[config.mk]
export PLATFORM = sky130hd
export DESIGN_NAME = calc_share_arbiter
export DESIGN_NICKNAME = d
export VERILOG_FILES = /design/src/rtl/calc_pkg.sv /design/src/rtl/calc_scale_pipe.sv /design/src/rtl/calc_share_arbiter.sv
export SDC_FILE = /design/constraint.sdc
export NUM_CORES = 1
export LEC_CHECK = 0
export ABC_AREA = 1
export ABC_CLOCK_PERIOD_IN_PS = 12450
export CELL_PAD_IN_SITES_DETAIL_PLACEMENT = 1
export CELL_PAD_IN_SITES_GLOBAL_PLACEMENT = 2
export CORE_UTILIZATION = 38
export DETAILED_ROUTE_END_ITERATION = 8
export DONT_BUFFER_PORTS = 1
export GPL_TIMING_DRIVEN = 0
export MAX_ROUTING_LAYER = met4
export PLACE_DENSITY_LB_ADDON = 0.1
export SYNTH_ARGS = -nofsm -noshare
export SYNTH_HDL_FRONTEND = slang
export SYNTH_SLANG_ARGS = --single-unit
[constraint.sdc]
create_clock -name ap_clk -period 12.45 [get_ports ap_clk]
set_clock_uncertainty 0.2 [all_clocks]
set_input_delay 2.49 -clock ap_clk [delete_from_list [all_inputs] [get_ports ap_clk]]
set_output_delay 2.49 -clock ap_clk [all_outputs]
set_load 0.005 [all_outputs]
[src/rtl/calc_pkg.sv]
// Purpose: shared defaults, FSM state encoding and index width for the calc share arbiter.
// Latency: n/a (declarations only).
// Backpressure: n/a.
package calc_pkg;

    localparam int unsigned N_REQ_DEF   = 4;
    localparam int unsigned DATA_W_DEF  = 32;
    localparam int unsigned SCALE_DEF   = 100;
    localparam int unsigned MUL_LAT_DEF = 2;

    // Width of a requester index for the default configuration.
    localparam int unsigned IDX_W_DEF = $clog2(N_REQ_DEF);

    typedef enum logic [1:0] {
        S_IDLE = 2'd0,
        S_BUSY = 2'd1,
        S_RESP = 2'd2
    } arb_state_t;

endpackage

[src/rtl/calc_scale_pipe.sv]
// Purpose: scale-by-constant datapath, out = in_a * SCALE with overflow flag.
// Latency: MUL_LAT cycles from in_valid to out_valid (MUL_LAT >= 1).
// Backpressure: none; fully pipelined, caller must consume out_valid when it appears.
//
// Ports:
//   ap_clk, ap_rst         clock, synchronous active-high reset (clears valid bits)
//   in_valid, in_a         operand strobe and unsigned operand
//   out_valid              result strobe, MUL_LAT cycles after in_valid
//   out_data, out_ovf      low DATA_W bits of the product, high-half-nonzero flag
module calc_scale_pipe
    import calc_pkg::*;
#(
    parameter int unsigned DATA_W  = DATA_W_DEF,
    parameter int unsigned SCALE   = SCALE_DEF,
    parameter int unsigned MUL_LAT = MUL_LAT_DEF
) (
    input  logic              ap_clk,
    input  logic              ap_rst,
    input  logic              in_valid,
    input  logic [DATA_W-1:0] in_a,
    output logic              out_valid,
    output logic [DATA_W-1:0] out_data,
    output logic              out_ovf
);

    localparam int unsigned PW = 2 * DATA_W;

    logic [PW-1:0]     product;
    logic [MUL_LAT-1:0] vld_q;
    // Each stage carries {ovf, data}; the overflow reduction is done up front
    // so later stages only move DATA_W+1 bits.
    logic [DATA_W:0]   dat_q [MUL_LAT];

    assign product = {{DATA_W{1'b0}}, in_a} * PW'(SCALE);

    always_ff @(posedge ap_clk) begin
        if (ap_rst) begin
            vld_q <= '0;
        end else begin
            vld_q[0] <= in_valid;
            for (int i = 1; i < int'(MUL_LAT); i++) begin
                vld_q[i] <= vld_q[i-1];
            end
        end
    end

    // Data stages need no reset: they are only observed under vld_q.
    always_ff @(posedge ap_clk) begin
        dat_q[0] <= {|product[PW-1:DATA_W], product[DATA_W-1:0]};
        for (int i = 1; i < int'(MUL_LAT); i++) begin
            dat_q[i] <= dat_q[i-1];
        end
    end

    assign out_valid = vld_q[MUL_LAT-1];
    assign out_data  = dat_q[MUL_LAT-1][DATA_W-1:0];
    assign out_ovf   = dat_q[MUL_LAT-1][DATA_W];

endmodule

[src/rtl/calc_share_arbiter.sv]
// Purpose: round-robin share of one scale-by-constant datapath among N_REQ requesters.
// Latency: grant at T, rsp_valid at T+MUL_LAT+1, ap_done the cycle after the response handshake.
// Backpressure: one transaction in flight; response held until the owner's rsp_ready, no grants meanwhile.
//
// Ports:
//   ap_clk, ap_rst         clock, synchronous active-high reset
//   ap_start               level enable for new grants
//   ap_idle, ap_done       no transaction in flight / one-cycle completion pulse
//   req_valid, req_a       per-requester request and packed operands
//   req_ready              one-hot combinational grant in the idle cycle
//   rsp_valid, rsp_ready   one-hot registered response valid / per-requester accept
//   rsp_data, rsp_ovf      wrapped product and overflow flag
module calc_share_arbiter
    import calc_pkg::*;
#(
    parameter int unsigned N_REQ   = N_REQ_DEF,
    parameter int unsigned DATA_W  = DATA_W_DEF,
    parameter int unsigned SCALE   = SCALE_DEF,
    parameter int unsigned MUL_LAT = MUL_LAT_DEF
) (
    input  logic                    ap_clk,
    input  logic                    ap_rst,
    input  logic                    ap_start,
    output logic                    ap_idle,
    output logic                    ap_done,
    input  logic [N_REQ-1:0]        req_valid,
    input  logic [N_REQ*DATA_W-1:0] req_a,
    output logic [N_REQ-1:0]        req_ready,
    output logic [N_REQ-1:0]        rsp_valid,
    input  logic [N_REQ-1:0]        rsp_ready,
    output logic [DATA_W-1:0]       rsp_data,
    output logic                    rsp_ovf
);

    localparam int unsigned IDX_W = $clog2(N_REQ);

    arb_state_t         state;
    logic [IDX_W-1:0]   rr_ptr;
    logic [IDX_W-1:0]   owner;
    logic [IDX_W:0]     cand;
    logic [IDX_W-1:0]   win_idx;
    logic               win_found;
    logic               grant;
    logic [DATA_W-1:0]  sel_a;
    logic               pipe_vld;
    logic [DATA_W-1:0]  pipe_dat;
    logic               pipe_ovf;

    // Cyclic search for the first valid requester at or after rr_ptr.
    // cand has one spare bit so rr_ptr + i never wraps before the modulo.
    always_comb begin
        cand      = '0;
        win_idx   = '0;
        win_found = 1'b0;
        for (int i = 0; i < int'(N_REQ); i++) begin
            cand = {1'b0, rr_ptr} + (IDX_W+1)'(i);
            if (cand >= (IDX_W+1)'(N_REQ)) begin
                cand = cand - (IDX_W+1)'(N_REQ);
            end
            if (!win_found && req_valid[cand[IDX_W-1:0]]) begin
                win_found = 1'b1;
                win_idx   = cand[IDX_W-1:0];
            end
        end
    end

    always_comb begin
        sel_a = '0;
        for (int i = 0; i < int'(N_REQ); i++) begin
            if (win_idx == IDX_W'(i)) begin
                sel_a = req_a[i*DATA_W +: DATA_W];
            end
        end
    end

    assign grant     = (state == S_IDLE) && ap_start && win_found;
    assign req_ready = grant ? (N_REQ'(1) << win_idx) : '0;
    assign ap_idle   = (state == S_IDLE);

    calc_scale_pipe #(
        .DATA_W  (DATA_W),
        .SCALE   (SCALE),
        .MUL_LAT (MUL_LAT)
    ) u_pipe (
        .ap_clk    (ap_clk),
        .ap_rst    (ap_rst),
        .in_valid  (grant),
        .in_a      (sel_a),
        .out_valid (pipe_vld),
        .out_data  (pipe_dat),
        .out_ovf   (pipe_ovf)
    );

    always_ff @(posedge ap_clk) begin
        if (ap_rst) begin
            state     <= S_IDLE;
            rr_ptr    <= '0;
            owner     <= '0;
            rsp_valid <= '0;
            rsp_data  <= '0;
            rsp_ovf   <= 1'b0;
            ap_done   <= 1'b0;
        end else begin
            ap_done <= 1'b0;
            case (state)
                S_IDLE: begin
                    if (grant) begin
                        owner  <= win_idx;
                        rr_ptr <= (win_idx == IDX_W'(N_REQ-1)) ? '0 : win_idx + 1'b1;
                        state  <= S_BUSY;
                    end
                end
                S_BUSY: begin
                    // Only one operand is ever in the pipe, so its valid
                    // marks the end of the MUL_LAT-cycle wait.
                    if (pipe_vld) begin
                        rsp_data  <= pipe_dat;
                        rsp_ovf   <= pipe_ovf;
                        rsp_valid <= N_REQ'(1) << owner;
                        state     <= S_RESP;
                    end
                end
                S_RESP: begin
                    if (rsp_ready[owner]) begin
                        rsp_valid <= '0;
                        ap_done   <= 1'b1;
                        state     <= S_IDLE;
                    end
                end
                default: state <= S_IDLE;
            endcase
        end
    end

endmodule
==> impl_metrics.toml, run 1 <==
[outcome]
status = "finished, final reports clean"

[global_route]
grt_pass1_vias = 7115
overflow = 0
grt_pass1_wl_mm = 37.10
antenna_found_initial = 4
grt_usage_pct = 22.60
grt_max_degree = 20

[worst_setup_path]
crit_path_max_fanout = 10
cp.arrival_ps = 8410
end_kind = "register"
critPathMaxStageDelay_ps = 810
worstSetupStartpointType = "input pin"
worstSetupPathType = "input pin to register"
cp.required_ps = 12480
crit_top_cell = "nand2_1"
crit_path_top_delay_cell = "o31ai_1"

[die]
start_util_pct = 38.92
die_h_um = 146.4
pin_count = 182
num_rows = 52
core_um2 = 20360
die_w_um = 146.4
die_area_um2 = 21440

[sta]
worst_pin_slew_ps = 947.2
fmax_mhz = 119.4
maxSlewViolCount = 0
final-setup-viol-count = 0
rsz0062_at_grt = "false"
slew_headroom_pct = 36.31
fin_hold_ws_ps = 125.3
hold_viol_final = 0
min_period_ps = 8374
fin_crit_sh_pct = 67.26
fin_tns_setup_ps = 0

[detailed_routing]
antenna_left = 0
wl_met2_mm = 10.42
routed_wl_mm = 22.77
met3WireLength_um = 802
drc = 0
firstDrtPassIters = 4
vias_per_cell = 4.918
route.vias.total = 6954
routed.top_layer = "met4"
met1_length_mm = 11.15
wl_per_cell_um = 16.10
drtIter0Drc = 208

[synthesis]
synth.distinct_cells = 41
ys_seq_elements = 106
ys.warnings.count = 0
synth_ff_type = "dfxtp_1"
avgSynthCellArea_um2 = 7.057
ys_async_sr_fraction_pct = 0
syn-cell-area_um2 = 7925
ys_seq_area_share_pct = 26.78
syn_inst = 1123
synth_edf_count = 0

[clocking]
cts_root_buffer = "clkbuf_16"
clk_latency_ps = 350
postCtsResizedCells = 0
cts_tree = "yes"
htree_levels = 3
numCtsBuffers = 9
path_clk_slew_ps = 70
cts_sinks = 106
cts_buffer_depth = 2
cts_setup_buffers = 0
cts_hold_buf = 0

[layout]
layout.nets = 1405
drive_gt1_share_pct = 2.982
final_cells = 1414
filler_cell_count = 2634
syn_to_final_growth_pct = 8.052

[placed_design]
dp_cells = 1394
io_buffers = 0
dp_hpwl_mm = 20.01
gp_congestion = 0.8844

[min_path]
hold_class = "register to register"

[flow_run]
max_cap_violations = 0
==> per-stage QoR <==
step                util (%)  area, µm²  setup slack, ps
floorplan                  -       7929             5115
global placement       40.59       8267             3744
detailed placement     40.59       8267             3718
CTS                    42.00       8553             4042
global route           42.05       8563             3496
finish                 42.05       8563             4076
==> worst paths after layout <==
path | startpoint | endpoint | slack, ps | cells after the start
setup / recovery | req_valid[2] | u_pipe.dat_q[0][32]$_DFF_P_ | 4080 | 35
hold / removal | u_pipe.dat_q[0][7]$_DFF_P_ | u_pipe.dat_q[1][7]$_DFF_P_ | 130 | 0
setup reg to reg | rr_ptr[0]$_SDFFE_PP0P_ | u_pipe.dat_q[0][32]$_DFF_P_ | 5770 | 35
hold reg to reg | u_pipe.dat_q[0][7]$_DFF_P_ | u_pipe.dat_q[1][7]$_DFF_P_ | 130 | 0
==> synth_stat cells, drive strengths merged (2+ instances only) <==
cell / instances / share of area [%]
o21a: 3 / 0.28
nand2: 276 / 13
a31oi: 6 / 0.47
xnor2: 8 / 0.88
inv: 178 / 8.5
clkbuf: 22 / 1.0
nand4: 2 / 0.16
a21o: 3 / 0.28
nor2: 149 / 7.1
o21ai: 70 / 4.5
nand3: 31 / 2.0
a22oi: 22 / 2.1
nor3: 5 / 0.32
a221oi: 12 / 1.3
a22o: 3 / 0.33
buf: 11 / 0.81
ha: 107 / 17
fa: 24 / 6.1
a21oi: 43 / 2.8
nand3b: 4 / 0.38
xor2: 22 / 2.4
dfxtp: 106 / 27
o31ai: 9 / 0.85
==> routing by layer <==
| metal | vias up | global-route usage [%] |
|---|---|---|
| li1 | 3599 | - |
| met2 | 172 | 36.43 |
| met5 | - | - |
| met4 | 0 | 7.344 |
| met3 | 19 | 2.906 |
| met1 | 3164 | 29.24 |
==> flip-flops by register name, indices dropped and copies added (netlist names) <==
register / flops
u_pipe.dat_q: 62
rr_ptr: 2
u_pipe.vld_q: 2
rsp_ovf: 1
owner: 2
rsp_valid: 4
ap_done: 1
rsp_data: 30
state: 2
==> cell usage in the layout (no fill, tap or decap), types with 3 or more instances in the layout <==
| master | synthesis | routed |
|---|---|---|
| clkbuf_16 | 0 | 9 |
| a22o_1 | 3 | 3 |
| xnor2_1 | 8 | 8 |
| o21a_1 | 3 | 3 |
| diode_2 | 0 | 4 |
| a221oi_1 | 12 | 12 |
| nor2_1 | 147 | 147 |
| nor3_1 | 5 | 5 |
| fa_1 | 24 | 24 |
| nand3b_1 | 4 | 4 |
| o21ai_1 | 6 | 6 |
| a22oi_1 | 22 | 22 |
| dfxtp_1 | 106 | 106 |
| o21ai_0 | 62 | 62 |
| nand2_1 | 275 | 275 |
| a21oi_1 | 42 | 42 |
| ha_1 | 107 | 107 |
| a31oi_1 | 6 | 6 |
| a21o_1 | 3 | 3 |
| nand3_1 | 30 | 30 |
| xor2_1 | 22 | 22 |
| o31ai_1 | 9 | 9 |
| inv_1 | 176 | 176 |
| buf_2 | 6 | 6 |
| clkbuf_1 | 22 | 23 |
==> layout make-up <==
| cell class | count | area, µm² | share of cell area [%] |
|---|---|---|---|
| diodes | 4 | 10.01 | 0.1169 |
| plain buffers | 33 | 146.4 | 1.710 |
| clock buffers | 10 | 229.0 | 2.674 |
| clock inverters | 6 | 57.56 | 0.6721 |
| inverters | 178 | 670.6 | 7.832 |
| multi-input cells | 807 | 4990 | 58.27 |
| flip-flops and latches | 106 | 2122 | 24.78 |
| well taps | 270 | 337.8 | 3.945 |
==> worst max-delay path: cells and delay by family <==
family                     cells  cell delay [ps]
AOI/OAI and AO/OA              3             1220
buffers and inverters          8             1270
adders and majority gates      5             1750
and+or+nand+nor               19             1680
==> logic make-up after synthesis <==
family	count (synthesis)	synth area share (%)
xor gates and xnor gates	30	3.315
adders and majority gates	131	22.96
DFF	106	26.78
buffers and inverters	211	10.31
and+or+nand+nor	471	23.49
other	1	0.04732
AOI/OAI and AO/OA	173	13.10
Power of run 1 is left out: the tool's default activity adds up to more than one toggle a clock period on the data nets, which glitch-free logic cannot reach.
==> run 2: changes to the inputs <==
Settings changed: ABC_CLOCK_PERIOD_IN_PS 12450 to 8350, CORE_UTILIZATION 38 to 36.
Clock period 12.45 ns to 8.35 ns, I/O delays scaled along.
==> impl_metrics.toml, run 2 (synthesized netlist as in run 1, its figures left out) <==
[min_path]
hold_path_depth = 0
hold_class = "register to register"
worstHoldEndpoint = "u_pipe.dat_q[1][15]$_DFF_P_"
hold_start = "u_pipe.dat_q[0][15]$_DFF_P_"

[detailed_routing]
antenna_left = 0
wl_per_cell_um = 16.46
firstDrtPassIters = 4
routed_wl_mm = 23.29
route.vias.total = 6889
drtIter0Drc = 168
drc = 0
vias_per_cell = 4.869

[placed_design]
gp_congestion = 0.9438
io_buffers = 0
dp_hpwl_mm = 20.40
dp_cells = 1399
place_ws_ps = 223.2

[sta]
worst_pin_slew_ps = 1014
hold_viol_final = 0
final-setup-viol-count = 0
fin_hold_ws_ps = 123.9
fin_crit_sh_pct = 92.32
min_period_ps = 7709
worst_slack_ps = 641.0
slew_headroom_pct = 31.80
rsz0062_at_grt = "false"
fmax_mhz = 129.7
maxSlewViolCount = 0
fin_tns_setup_ps = 0

[worst_setup_path]
reg2reg_slack_ps = 1510
cp.required_ps = 8370
crit_path_max_fanout = 10
end_kind = "register"
rr_endpoint = "u_pipe.dat_q[0][32]$_DFF_P_"
crit_family = "simple AND/OR/NAND/NOR gates"
worstSetupStartpointType = "input pin"
cp.arrival_ps = 7730
crit_path_top_delay_cell = "o31ai_1"
rr_worst_depth = 32
critPathMaxStageDelay_ps = 870
r2r-start = "rr_ptr[0]$_SDFFE_PP0P_"
crit_top_cell = "nand2_1"
worstSetupPathType = "input pin to register"
path_buf_inv = 8

[layout]
multi_input_area_um2 = 4990
antenna_cells = 0
top_register = "u_pipe.dat_q"
mostFrequentLayoutCells = "nand2_1 (275), inv_1 (176), nor2_1 (147)"
drive_gt1_share_pct = 3.070
filler_cell_count = 2753
final_cells = 1415
regArea_um2 = 2122
top_regs = "u_pipe.dat_q x62, rsp_data x30, rsp_valid x4"
largest_reg_flops = 62
layout.nets = 1405
final_common_cell = "nand2_1"
syn_to_final_growth_pct = 8.194

[die]
die_area_um2 = 22610
die_w_um = 150.4
start_util_pct = 37.23
num_rows = 53
core_um2 = 21290
pin_count = 182
die_h_um = 150.4

[global_route]
grt_max_degree = 19
grt_pass1_vias = 6996
grt_usage_pct = 21.95
grt_pass1_wl_mm = 36.95
antenna_found_initial = 0
overflow = 0

[clocking]
htree_levels = 3
cts_buffer_depth = 2
cts_tree = "yes"
path_clk_slew_ps = 70
numCtsBuffers = 9
cts_hold_buf = 0
clk_latency_ps = 330
cts_setup_buffers = 0
cts_sinks = 106
postCtsResizedCells = 0
cts_root_buffer = "clkbuf_16"

[flow_run]
max_cap_violations = 0

[outcome]
status = "finished, final reports clean"
run 2: cell count changes in the layout (fill, tap and decap cells not counted), sizes merged:
cell	change
diode	-4
clkinv	+1
clkinvlp	+1
inv	-2
clkbuf	-1
bufinv	+1
run 2: worst reg2reg max path: cells and delay by family (launching register included):
kind / cells / cell delay, ps
fa+ha+maj: 5 / 1690
simple gates: 16 / 1790
buf+inv: 8 / 1380
flops: 1 / 320
compound gates: 3 / 1360
run 2: metrics by stage:
| stage | util, % | cell area, µm² |
|---|---|---|
| 6_report | 40.28 | 8574 |
| 5_1_grt | 40.28 | 8574 |
| 4_1_cts | 40.28 | 8574 |
| 3_5_place_dp | 38.86 | 8273 |
| 3_3_place_gp | 38.86 | 8273 |
| 2_1_floorplan | - | 7929 |
run 2: final cells by class:
type	instances	share of cell area [%]
Multi-Input combinational cell	807	58.19
Sequential cell	106	24.75
Inverter	178	7.821
Tap cell	275	4.013
Clock buffer	9	2.627
Buffer	33	1.707
Clock inverter	7	0.8901
run 2: worst max path at each step:
stage | endpoint | depth (start not counted) | from | slack, ps
6_report | u_pipe.dat_q[0][32]$_DFF_P_ | 33 | req_valid[0] | 640
5_1_grt | u_pipe.dat_q[0][32]$_DFF_P_ | 35 | req_valid[0] | 100
4_1_cts | u_pipe.dat_q[0][32]$_DFF_P_ | 33 | req_valid[0] | 550
3_5_place_dp | u_pipe.dat_q[0][32]$_DFF_P_ | 33 | req_valid[0] | 220
3_3_place_gp | u_pipe.dat_q[0][32]$_DFF_P_ | 33 | req_valid[0] | 220
2_1_floorplan | u_pipe.dat_q[0][32]$_DFF_P_ | 33 | req_valid[0] | 1830
run 2: routing by layer:
layer	wire length, µm	share of wire (%)	up-vias	global-route usage [%]
met2	10690	46	172	36.61
met1	11430	49	3109	28.50
met5	0	0	-	-
li1	-	-	3591	-
met4	324	1.4	0	4.394
met3	840	3.6	17	2.576
Power of run 2 is left out for the same reason.
